==> src/rtl/mc_pkg.sv <==
`default_nettype none
// ============================================================================
//  Module   : mc_pkg
//  Purpose  : Shared definitions for the multicycle MIPS control FSM:
//             state encoding, supported opcodes, pc_src and alu_op codes.
//  Revision : 1.0 - initial release
// ============================================================================
package mc_pkg;

  typedef enum logic [3:0] {
    S_FETCH  = 4'd0,
    S_DECODE = 4'd1,
    S_EXEC_R = 4'd2,
    S_WB_R   = 4'd3,
    S_EXEC_I = 4'd4,
    S_WB_I   = 4'd5,
    S_ADDR   = 4'd6,
    S_MEM_RD = 4'd7,
    S_WB_MEM = 4'd8,
    S_MEM_WR = 4'd9,
    S_BRANCH = 4'd10,
    S_JUMP   = 4'd11
  } state_e;

  localparam logic [5:0] OP_RTYPE = 6'b000000;
  localparam logic [5:0] OP_LW    = 6'b100011;
  localparam logic [5:0] OP_SW    = 6'b101011;
  localparam logic [5:0] OP_BEQ   = 6'b000100;
  localparam logic [5:0] OP_ADDI  = 6'b001000;
  localparam logic [5:0] OP_ANDI  = 6'b001100;
  localparam logic [5:0] OP_ORI   = 6'b001101;
  localparam logic [5:0] OP_J     = 6'b000010;

  localparam logic [1:0] PC_SRC_PC4 = 2'b00;
  localparam logic [1:0] PC_SRC_BR  = 2'b01;
  localparam logic [1:0] PC_SRC_J   = 2'b10;

  localparam logic [1:0] ALU_ADD   = 2'b00;
  localparam logic [1:0] ALU_SUB   = 2'b01;
  localparam logic [1:0] ALU_FUNCT = 2'b10;
  localparam logic [1:0] ALU_LOGI  = 2'b11;

  // andi/ori use the zero-extended immediate with a logical ALU op
  function automatic logic is_logic_imm(input logic [5:0] op);
    return (op == OP_ANDI) || (op == OP_ORI);
  endfunction

endpackage
`default_nettype wire

==> src/rtl/mc_out_decode.sv <==
`default_nettype none
// ============================================================================
//  Module   : mc_out_decode
//  Purpose  : Combinational state-to-control decode for mc_control.
//             Moore decode of the state, with pc_write/ir_write/retire
//             qualified by mem_ready or zero where the state requires it.
//  Ports    : reset_i, state_i, opcode_i, zero_i, mem_ready_i in;
//             all datapath selects, strobes and enables out.
//  Revision : 1.0 - initial release
// ============================================================================
module mc_out_decode
  import mc_pkg::*;
(
  input  logic       reset_i,
  input  state_e     state_i,
  input  logic [5:0] opcode_i,
  input  logic       zero_i,
  input  logic       mem_ready_i,
  output logic       mem_read_o,
  output logic       mem_write_o,
  output logic       i_or_d_o,
  output logic       ir_write_o,
  output logic       pc_write_o,
  output logic [1:0] pc_src_o,
  output logic       alu_src_a_o,
  output logic       alu_src_b_o,
  output logic       imm_zext_o,
  output logic [1:0] alu_op_o,
  output logic       reg_dst_o,
  output logic       mem_to_reg_o,
  output logic       reg_write_o,
  output logic       retire_o,
  output logic       illegal_o
);

  logic w_legal;
  assign w_legal = (opcode_i == OP_RTYPE) || (opcode_i == OP_LW) ||
                   (opcode_i == OP_SW)    || (opcode_i == OP_BEQ) ||
                   (opcode_i == OP_ADDI)  || (opcode_i == OP_ANDI) ||
                   (opcode_i == OP_ORI)   || (opcode_i == OP_J);

  always_comb begin
    mem_read_o   = 1'b0;
    mem_write_o  = 1'b0;
    i_or_d_o     = 1'b0;
    ir_write_o   = 1'b0;
    pc_write_o   = 1'b0;
    pc_src_o     = PC_SRC_PC4;
    alu_src_a_o  = 1'b0;
    alu_src_b_o  = 1'b0;
    imm_zext_o   = 1'b0;
    alu_op_o     = ALU_ADD;
    reg_dst_o    = 1'b0;
    mem_to_reg_o = 1'b0;
    reg_write_o  = 1'b0;
    retire_o     = 1'b0;
    illegal_o    = 1'b0;

    // Reset forces every select and enable low, even mid-access
    if (!reset_i) begin
      case (state_i)
        S_FETCH: begin
          mem_read_o = 1'b1;
          ir_write_o = mem_ready_i;
          pc_write_o = mem_ready_i;
        end
        S_DECODE: begin
          alu_src_b_o = 1'b1;
          illegal_o   = !w_legal;
        end
        S_EXEC_R: begin
          alu_src_a_o = 1'b1;
          alu_op_o    = ALU_FUNCT;
        end
        S_WB_R: begin
          reg_write_o = 1'b1;
          reg_dst_o   = 1'b1;
          retire_o    = 1'b1;
        end
        S_EXEC_I: begin
          alu_src_a_o = 1'b1;
          alu_src_b_o = 1'b1;
          imm_zext_o  = is_logic_imm(opcode_i);
          alu_op_o    = is_logic_imm(opcode_i) ? ALU_LOGI : ALU_ADD;
        end
        S_WB_I: begin
          // ALU result must stay stable through write-back
          imm_zext_o  = is_logic_imm(opcode_i);
          alu_op_o    = is_logic_imm(opcode_i) ? ALU_LOGI : ALU_ADD;
          reg_write_o = 1'b1;
          retire_o    = 1'b1;
        end
        S_ADDR: begin
          alu_src_a_o = 1'b1;
          alu_src_b_o = 1'b1;
        end
        S_MEM_RD: begin
          mem_read_o = 1'b1;
          i_or_d_o   = 1'b1;
        end
        S_WB_MEM: begin
          reg_write_o  = 1'b1;
          mem_to_reg_o = 1'b1;
          retire_o     = 1'b1;
        end
        S_MEM_WR: begin
          mem_write_o = 1'b1;
          i_or_d_o    = 1'b1;
          retire_o    = mem_ready_i;
        end
        S_BRANCH: begin
          alu_src_a_o = 1'b1;
          alu_op_o    = ALU_SUB;
          pc_src_o    = PC_SRC_BR;
          pc_write_o  = zero_i;
          retire_o    = 1'b1;
        end
        S_JUMP: begin
          pc_src_o   = PC_SRC_J;
          pc_write_o = 1'b1;
          retire_o   = 1'b1;
        end
        default: ;
      endcase
    end
  end

endmodule
`default_nettype wire

==> src/rtl/mc_control.sv <==
`default_nettype none
// ============================================================================
//  Module   : mc_control
//  Purpose  : Multicycle control FSM for the MIPS core. Sequences the shared
//             datapath one step per cycle, stretches memory accesses with a
//             ready handshake and counts retired instructions.
//  Ports    : clk, reset (sync, active-high), opcode, funct, zero, mem_ready
//             in; datapath selects/strobes, retire, illegal, retired_cnt out.
//  Revision : 1.0 - initial release
// ============================================================================
module mc_control
  import mc_pkg::*;
#(
  parameter int CNT_W = 32
) (
  input  logic             clk,
  input  logic             reset,
  input  logic [5:0]       opcode,
  input  logic [5:0]       funct,
  input  logic             zero,
  input  logic             mem_ready,
  output logic             mem_read,
  output logic             mem_write,
  output logic             i_or_d,
  output logic             ir_write,
  output logic             pc_write,
  output logic [1:0]       pc_src,
  output logic             alu_src_a,
  output logic             alu_src_b,
  output logic             imm_zext,
  output logic [1:0]       alu_op,
  output logic             reg_dst,
  output logic             mem_to_reg,
  output logic             reg_write,
  output logic             retire,
  output logic             illegal,
  output logic [CNT_W-1:0] retired_cnt
);

  state_e           state_q, state_d;
  logic [CNT_W-1:0] retired_cnt_q;

  // funct only matters to the downstream ALU decoder
  logic w_unused_funct;
  assign w_unused_funct = ^funct;

  always_ff @(posedge clk) begin
    if (reset) begin
      state_q       <= S_FETCH;
      retired_cnt_q <= '0;
    end else begin
      state_q <= state_d;
      if (retire) retired_cnt_q <= retired_cnt_q + CNT_W'(1);
    end
  end

  always_comb begin
    state_d = S_FETCH;
    case (state_q)
      S_FETCH:  state_d = mem_ready ? S_DECODE : S_FETCH;
      S_DECODE: begin
        case (opcode)
          OP_RTYPE:                  state_d = S_EXEC_R;
          OP_LW, OP_SW:              state_d = S_ADDR;
          OP_BEQ:                    state_d = S_BRANCH;
          OP_ADDI, OP_ANDI, OP_ORI:  state_d = S_EXEC_I;
          OP_J:                      state_d = S_JUMP;
          default:                   state_d = S_FETCH;
        endcase
      end
      S_EXEC_R: state_d = S_WB_R;
      S_EXEC_I: state_d = S_WB_I;
      S_ADDR:   state_d = (opcode == OP_LW) ? S_MEM_RD : S_MEM_WR;
      S_MEM_RD: state_d = mem_ready ? S_WB_MEM : S_MEM_RD;
      S_MEM_WR: state_d = mem_ready ? S_FETCH : S_MEM_WR;
      default:  state_d = S_FETCH;
    endcase
  end

  mc_out_decode u_out_decode (
    .reset_i      (reset),
    .state_i      (state_q),
    .opcode_i     (opcode),
    .zero_i       (zero),
    .mem_ready_i  (mem_ready),
    .mem_read_o   (mem_read),
    .mem_write_o  (mem_write),
    .i_or_d_o     (i_or_d),
    .ir_write_o   (ir_write),
    .pc_write_o   (pc_write),
    .pc_src_o     (pc_src),
    .alu_src_a_o  (alu_src_a),
    .alu_src_b_o  (alu_src_b),
    .imm_zext_o   (imm_zext),
    .alu_op_o     (alu_op),
    .reg_dst_o    (reg_dst),
    .mem_to_reg_o (mem_to_reg),
    .reg_write_o  (reg_write),
    .retire_o     (retire),
    .illegal_o    (illegal)
  );

  assign retired_cnt = retired_cnt_q;

endmodule
`default_nettype wire

==> config.mk <==
export PLATFORM = sky130hd
export DESIGN_NAME = mc_control
export DESIGN_NICKNAME = d
export VERILOG_FILES = /design/src/rtl/mc_pkg.sv /design/src/rtl/mc_out_decode.sv /design/src/rtl/mc_control.sv
export SDC_FILE = /design/constraint.sdc
export NUM_CORES = 1
export LEC_CHECK = 0
export BUFFER_PORTS_ARGS = -buffer_cell sky130_fd_sc_hd__buf_2
export CAP_MARGIN = 20
export CORE_AREA = 2 2 72 74
export DETAILED_ROUTE_END_ITERATION = 8
export DIE_AREA = 0 0 74 76
export GPL_ROUTABILITY_DRIVEN = 0
export GPL_TIMING_DRIVEN = 0
export MAX_ROUTING_LAYER = met4
export PLACE_DENSITY = 0.78
export SLEW_MARGIN = 30
export SYNTH_ARGS = -nofsm -noshare
export SYNTH_HDL_FRONTEND = slang
export SYNTH_SLANG_ARGS = --single-unit
==> constraint.sdc <==
create_clock -name clk -period 2 [get_ports clk]
set_input_delay 0.4 -clock clk [delete_from_list [all_inputs] [get_ports clk]]
set_output_delay 0.4 -clock clk [all_outputs]
set_load 0.05 [all_outputs]
==> flow_summary.toml, run 1 <==
[synth]
syn_inst = 270
syn_nets = 287
synth_warnings = 0
syn_area_mm2 = 0.00209
ys_types = 45
synthArstFlopShare_pct = 0
synthesis.area_per_instance_um2 = 7.73
synth_enable_flop_cells = 0
yosysSeqAreaShare_pct = 34.6
synth.ff_latch_count = 36
yosys_most_used_dff = "dfxtp_1"

[layout]
syn_to_final_growth_pct = 48.7
design_area_mm2 = 0.00310
n_antenna_cell = 0
layout-drive-gt1-share_pct = 46.0
fin_nets = 368
post-route-util_pct = 63.1

[setup_path]
critPathCaptureType = "primary output"
reg2reg_setup_slack_ps = 10
worstSetupPathType = "reg -> out"
cp-start-kind = "flip-flop"
critPathRequiredTime_ps = 1600
reg2reg_from = "retired_cnt[8]"
critical_path.max_fanout = 6
cp.arrival_ps = 1620
worstRegToRegCells = 6
rr_endpoint = "retired_cnt[23]"

[floorplanning]
die_x_um = 74
dieArea_mm2 = 0.00562
core_mm2 = 0.00491
initial_core_util_pct = 42.5
die_h_um = 76
rows = 26
io_pins = 65

[detailed_routing]
dr.pass1.iters = 5
drt-total-wl_mm = 6.40
ant_nets = 0
wire_per_inst_um = 15.2
via_per_inst = 5.61
first_iter_violations = 242
drc = 0
vias = 2368

[grt]
grt_pass1_wl_mm = 10.3
grt_usage_pct = 23.0
grt_pass1_vias = 2219
grt_max_degree = 12
overflow = 0
grt_antenna_before_repair = 0

[run]
drv_cap = 0

[sta]
finalHoldViolCount = 0
min_period_ps = 2020
tightest_slew_ps = 527
setup_viol = 1
fmax_mhz = 495
rsz0062_at_grt = "true"
setup_slack_ps = -19.9
max_slew_margin_pct = 64.9
min_period_over_period_pct = 101
clock_skew_ps = 7.84
drv_slew = 0

[power_and_ir_drop]
p_per_area_mw_per_mm2 = 455
total_power_uw = 1410
leakage_uw = 0.00116
ir_worst_vdd_v = 0.000352

[cts]
cts.sinks = 36
cts_buffers = 5
clock_path_buffers = 2
cts_tree = "built"
cts_hold_buffers = 0
cts.clk_slew.worst_paths_ps = 70
worstSkewPairLatency_ps = 300
htreeDepth = 2
cts_root_buf = "clkbuf_8"

[status]
violations = "setup timing"
status = "finished, violations left"

[place]
dpl-instance-area_mm2 = 0.00257
dp_hpwl_mm = 4.01
io_buffers = 58

[worst_hold_path]
hold_class = "reg -> reg"
min_from = "retired_cnt[14]"
holdPathEnd = "retired_cnt[14]"
worstHoldPathCells = 2
[power breakdown]
group          switching (µW)  total [µW]  internal [µW]
Sequential               4.00         710            706
Clock                     266         540            275
Combinational            99.4         160           60.2
Total                     369        1410           1040
[how the worst max path moves through the flow]
stage | start | slack (ps) | to
detailed placement | mem_ready | -450 | retire
floorplan | state_q[2] | -250 | alu_src_a
global placement | mem_ready | -460 | retire
global route | state_q[0] | -60 | mem_read
finish | state_q[0] | -20 | mem_read
CTS | retired_cnt[5] | -50 | retired_cnt[23]
[cells in the mapped netlist (all sizes together), types with 3 or more instances]
cell / number / area share [%]
or3: 8 / 2.4
nor2: 35 / 6.3
clkbuf: 15 / 2.7
xor2: 3 / 1.3
o31ai: 13 / 4.7
inv: 7 / 1.3
nor4: 6 / 1.8
nand4: 8 / 2.4
or2: 5 / 1.5
nor4b: 3 / 1.3
a31oi: 3 / 0.90
nand2b: 5 / 1.5
nor3: 12 / 2.9
nand2: 14 / 2.5
or4: 12 / 4.5
nor2b: 3 / 0.90
xnor2: 15 / 6.3
nand3: 9 / 2.4
buf: 4 / 1.3
dfxtp: 36 / 35
a21oi: 23 / 5.5
o21ai: 9 / 2.2
[worst max-delay path, cell delays in order, from the launching register on]
cell and delay (ps):
dfxtp_4 370, buf_8 130, or3_4 370, a211oi_2 260
buf_6 190
[cell usage in the layout, fill, tap and decap left out, types with 4 or more instances in the layout]
cell      Yosys  layout
clkbuf_8      0      10
dfxtp_4       0      10
xnor2_1      15      15
or3_1         8       6
o31ai_2       0       5
buf_2         0      48
nand3_1       8       7
dfxtp_2       0      12
nor4_1        6       5
o21ai_0       9       6
nand2_1      14      14
inv_1         7       7
dfxtp_1      36      14
nand4_1       8       8
a21oi_1      23      21
nand2b_1      5       4
nor2_1       35      27
o31ai_1      13       6
nor3_1       12      10
nor2_2        0       6
or4_1        11       9
buf_6         1       8
buf_4         1      26
[routing by layer]
| metal | GRT usage [%] | vias up | part of all wire [%] |
|---|---|---|---|
| met2 | 36.7 | 78 | 50 |
| met1 | 29.3 | 1131 | 44 |
| met4 | 6.00 | 0 | 0.83 |
| met5 | - | - | 0 |
| li1 | - | 1152 | - |
| met3 | 4.76 | 7 | 5.1 |
[area by class of cell]
type / count / area (µm²)
flip-flops and latches: 36 / 773
clock inverters: 2 / 10.0
clock buffers: 6 / 82.6
multi-input cells: 208 / 1460
plain buffers: 16 / 164
repair buffers: 77 / 499
inverters: 7 / 26.3
fillers: 395 / 1810
well taps: 70 / 87.6
[state kept, by name, summed over array words and instances, names as in the netlist]
| register | count |
|---|---|
| retired_cnt | 32 |
| state_q | 4 |
[cells by family after synthesis]
| logic type | share of synthesized area, % |
|---|---|
| xor+xnor | 7.56 |
| buf+inv | 5.22 |
| flops | 34.6 |
| compound gates | 17.2 |
| mux | 0.480 |
| simple gates | 34.4 |
| fa+ha+maj | 0.600 |
[through the flow]
stage / setup WS (ps) / hold slack, ps / cells / setup TNS, ps
2_1_floorplan: -252 / 596 / 270 / -637
3_3_place_gp: -464 / 471 / 398 / -3970
3_5_place_dp: -455 / 479 / 398 / -4360
4_1_cts: -54.4 / 488 / 412 / -378
5_1_grt: -64.6 / 511 / 422 / -310
6_report: -19.9 / 493 / 422 / -19.9
[timing repair]
action | in CTS | in global routing
gates cloned | 1 | 1
gates resized for setup | 57 | 35
pin swaps | 8 | 11
setup endpoints to repair | 37 | 27
setup buffers | 6 | 11
Note: power is estimated with default switching activity, not from simulation.
==> run 2, diff against run 1 <==
--- a/config.mk
+++ b/config.mk
@@ -5,15 +5,16 @@
 export SDC_FILE = /design/constraint.sdc
 export NUM_CORES = 1
 export LEC_CHECK = 0
+export ABC_AREA = 1
 export BUFFER_PORTS_ARGS = -buffer_cell sky130_fd_sc_hd__buf_2
 export CAP_MARGIN = 20
-export CORE_AREA = 2 2 72 74
+export CORE_AREA = 2 2 79 81
 export DETAILED_ROUTE_END_ITERATION = 8
-export DIE_AREA = 0 0 74 76
+export DIE_AREA = 0 0 81 83
 export GPL_ROUTABILITY_DRIVEN = 0
 export GPL_TIMING_DRIVEN = 0
 export MAX_ROUTING_LAYER = met4
-export PLACE_DENSITY = 0.78
+export PLACE_DENSITY = 0.76
 export SLEW_MARGIN = 30
 export SYNTH_ARGS = -nofsm -noshare
 export SYNTH_HDL_FRONTEND = slang
==> flow_summary.toml, run 2 <==
[synth]
yosysMostFrequentCell = "nand2_1"
synth_top_area_share_pct = 28.4
syn_inst = 427
ys_top_cells_by_count = "nand2_1, nor2_1, dfxtp_1, inv_1, nand3_1"
synth_enable_flop_cells = 0
syn_area_mm2 = 0.00253
yosysSeqAreaShare_pct = 28.4
syn_nets = 444
synth_warnings = 0
synth_top_cell_by_area = "dfxtp_1"
synthesis.area_per_instance_um2 = 5.94
synthArstFlopShare_pct = 0
ys_types = 35
synthTopCellsByArea = "dfxtp_1, nand2_1, nor2_1"
yosys_most_used_dff = "dfxtp_1"
synth.ff_latch_count = 36

[sta]
setup_tns_ps = 0
clock_skew_ps = 3.93
setup_slack_ps = 17.3
drv_slew = 0
setup_viol = 0
fmax_mhz = 504
tightest_slew_ps = 573
min_period_over_period_pct = 99.1
max_slew_margin_pct = 61.8
min_period_ps = 1980
rsz0062_at_grt = "true"
finalHoldViolCount = 0

[cts]
cts_buffers = 5
htreeDepth = 2
worstSkewPairLatency_ps = 290
clock_path_buffers = 2
cts_root_buf = "clkbuf_8"
cts_hold_buffers = 0
cts_tree = "built"
cts.sinks = 36
cts.clk_slew.worst_paths_ps = 70

[setup_path]
cp_num_buf_inv = 3
critPathCaptureType = "primary output"
slowest_stage = "dfxtp_2"
cp-start-kind = "flip-flop"
cp_top_family = "simple AND/OR/NAND/NOR gates"
critical_path.max_fanout = 5
critPathRequiredTime_ps = 1600
worstSetupPathType = "reg -> out"
path_cells = "inv_1 > nor2_4 > nand3_2 > nand2_2 > nor2_4 > nor2_8 > buf_12 > buf_12"
cp.arrival_ps = 1580
slowest_delay_ps = 400
reg2reg_setup_slack_ps = 180

[worst_hold_path]
hold_class = "reg -> reg"

[grt]
grt_pass1_vias = 2495
grt_usage_pct = 21.0
grt_pass1_wl_mm = 11.0
grt_antenna_before_repair = 0
overflow = 0
grt_max_degree = 11

[floorplanning]
dieArea_mm2 = 0.00672
die_h_um = 83
core_mm2 = 0.00582
die_x_um = 81
rows = 28
io_pins = 65
initial_core_util_pct = 43.6

[power_and_ir_drop]
leakage_uw = 0.00132
p_sw_share_pct = 26.0
netSwitchingPower_uw = 343
p_int_uw = 979
p_comb_share_pct = 9.9
p_per_area_mw_per_mm2 = 418
power.share.clock_pct = 35.3
p_seq_share_pct = 54.7
ir_worst_vdd_v = 0.000290

[run]
drv_cap = 0

[layout]
layout_common_cells = "nand2_1, nor2_1, buf_2"
largest_reg_flops = 32
syn_to_final_growth_pct = 24.7
fin_nets = 519
layout-drive-gt1-share_pct = 25.4
layout_commonest_cell = "nand2_1"
design_area_mm2 = 0.00316
fillCellCount = 603
n_antenna_cell = 0

[detailed_routing]
vias = 2902
dr.pass1.iters = 5
first_iter_violations = 158
ant_nets = 0
via_per_inst = 5.05
wire_per_inst_um = 12.1
drc = 0
drt-total-wl_mm = 6.96

[place]
dp_hpwl_mm = 5.31
io_buffers = 58
dpl-instance-area_mm2 = 0.00293
pre_cts_slack_ps = -115

[status]
status = "completed"
-- run 2: cell count changes in the layout (fill, tap and decap cells not counted), sizes merged, moves of 8 or more --
cell   before  now
o31ai      13    0
buf        85   70
or3         8    0
nand3       9   27
nand2      14  159
or4        12    0
nor2       35   96
inv         7   36
xnor2      15    3
nor3       12    4
-- run 2: path summary, 6_finish.rpt --
kind,startpoint,end,cells past startpoint
worst max register to register,retired_cnt[0],retired_cnt[26],10
worst min-delay path,retired_cnt[31],retired_cnt[31],2
worst max-delay path,state_q[0],retire,8
worst min register to register,retired_cnt[31],retired_cnt[31],2
-- run 2: layout make-up --
class / count / area, µm² / share of cell area (%)
sequential: 36 / 728 / 23.0
tap: 75 / 93.8 / 2.97
inverter: 36 / 135 / 4.28
multi-input combinational: 347 / 1660 / 52.7
timing repair buffer: 68 / 408 / 12.9
buffer: 8 / 62.6 / 1.98
clock buffer: 5 / 68.8 / 2.18
-- run 2: worst min-delay path, stage by stage, from the launching register on --
cell and delay [ps]:
dfxtp_1 330, nand2_1 70, a21oi_1 50
-- run 2: logic make-up after synthesis --
logic type      count (synthesis)  share of synthesized area, %
fa+ha+maj                       1                         0.494
xor+xnor                        7                          2.42
mux                             1                         0.444
compound gates                 41                          9.58
simple gates                  297                          51.0
flops                          36                          28.4
buf+inv                        44                          7.65
-- run 2: what timing repair did --
action                     4_1_cts  5_1_grt
resized for setup                6       21
pin swaps                        2        5
buffers inserted                 1        8
setup endpoints to repair       14       15
gates cloned                     0        1
-- run 2: stage by stage --
| stage | utilization [%] | power (µW) | hold WS [ps] | std cells |
|---|---|---|---|---|
| after floorplan | - | 823 | 591 | 427 |
| after global placement | 50.4 | 859 | 488 | 560 |
| after detailed placement | 50.4 | 861 | 497 | 560 |
| after CTS | 51.9 | 1330 | 501 | 566 |
| after global routing | 54.3 | 1380 | 528 | 575 |
| final | 54.3 | 1320 | 502 | 575 |
-- run 2: power groups by stage --
stage | sequential, µW | combinational [µW] | clock (µW)
detailed placement | 739 | 122 | 0
finish | 724 | 131 | 467
CTS | 723 | 124 | 484
floorplan | 740 | 82.4 | 0
global route | 723 | 142 | 514
global placement | 739 | 120 | 0
-- run 2: per-layer routing --
layer / GRT usage (%) / up-vias / routed length (µm)
met5: - / - / 0
met4: 7.40 / 0 / 163
met3: 3.70 / 16 / 435
met2: 35.0 / 111 / 3370
met1: 25.2 / 1275 / 2980
li1: - / 1500 / -
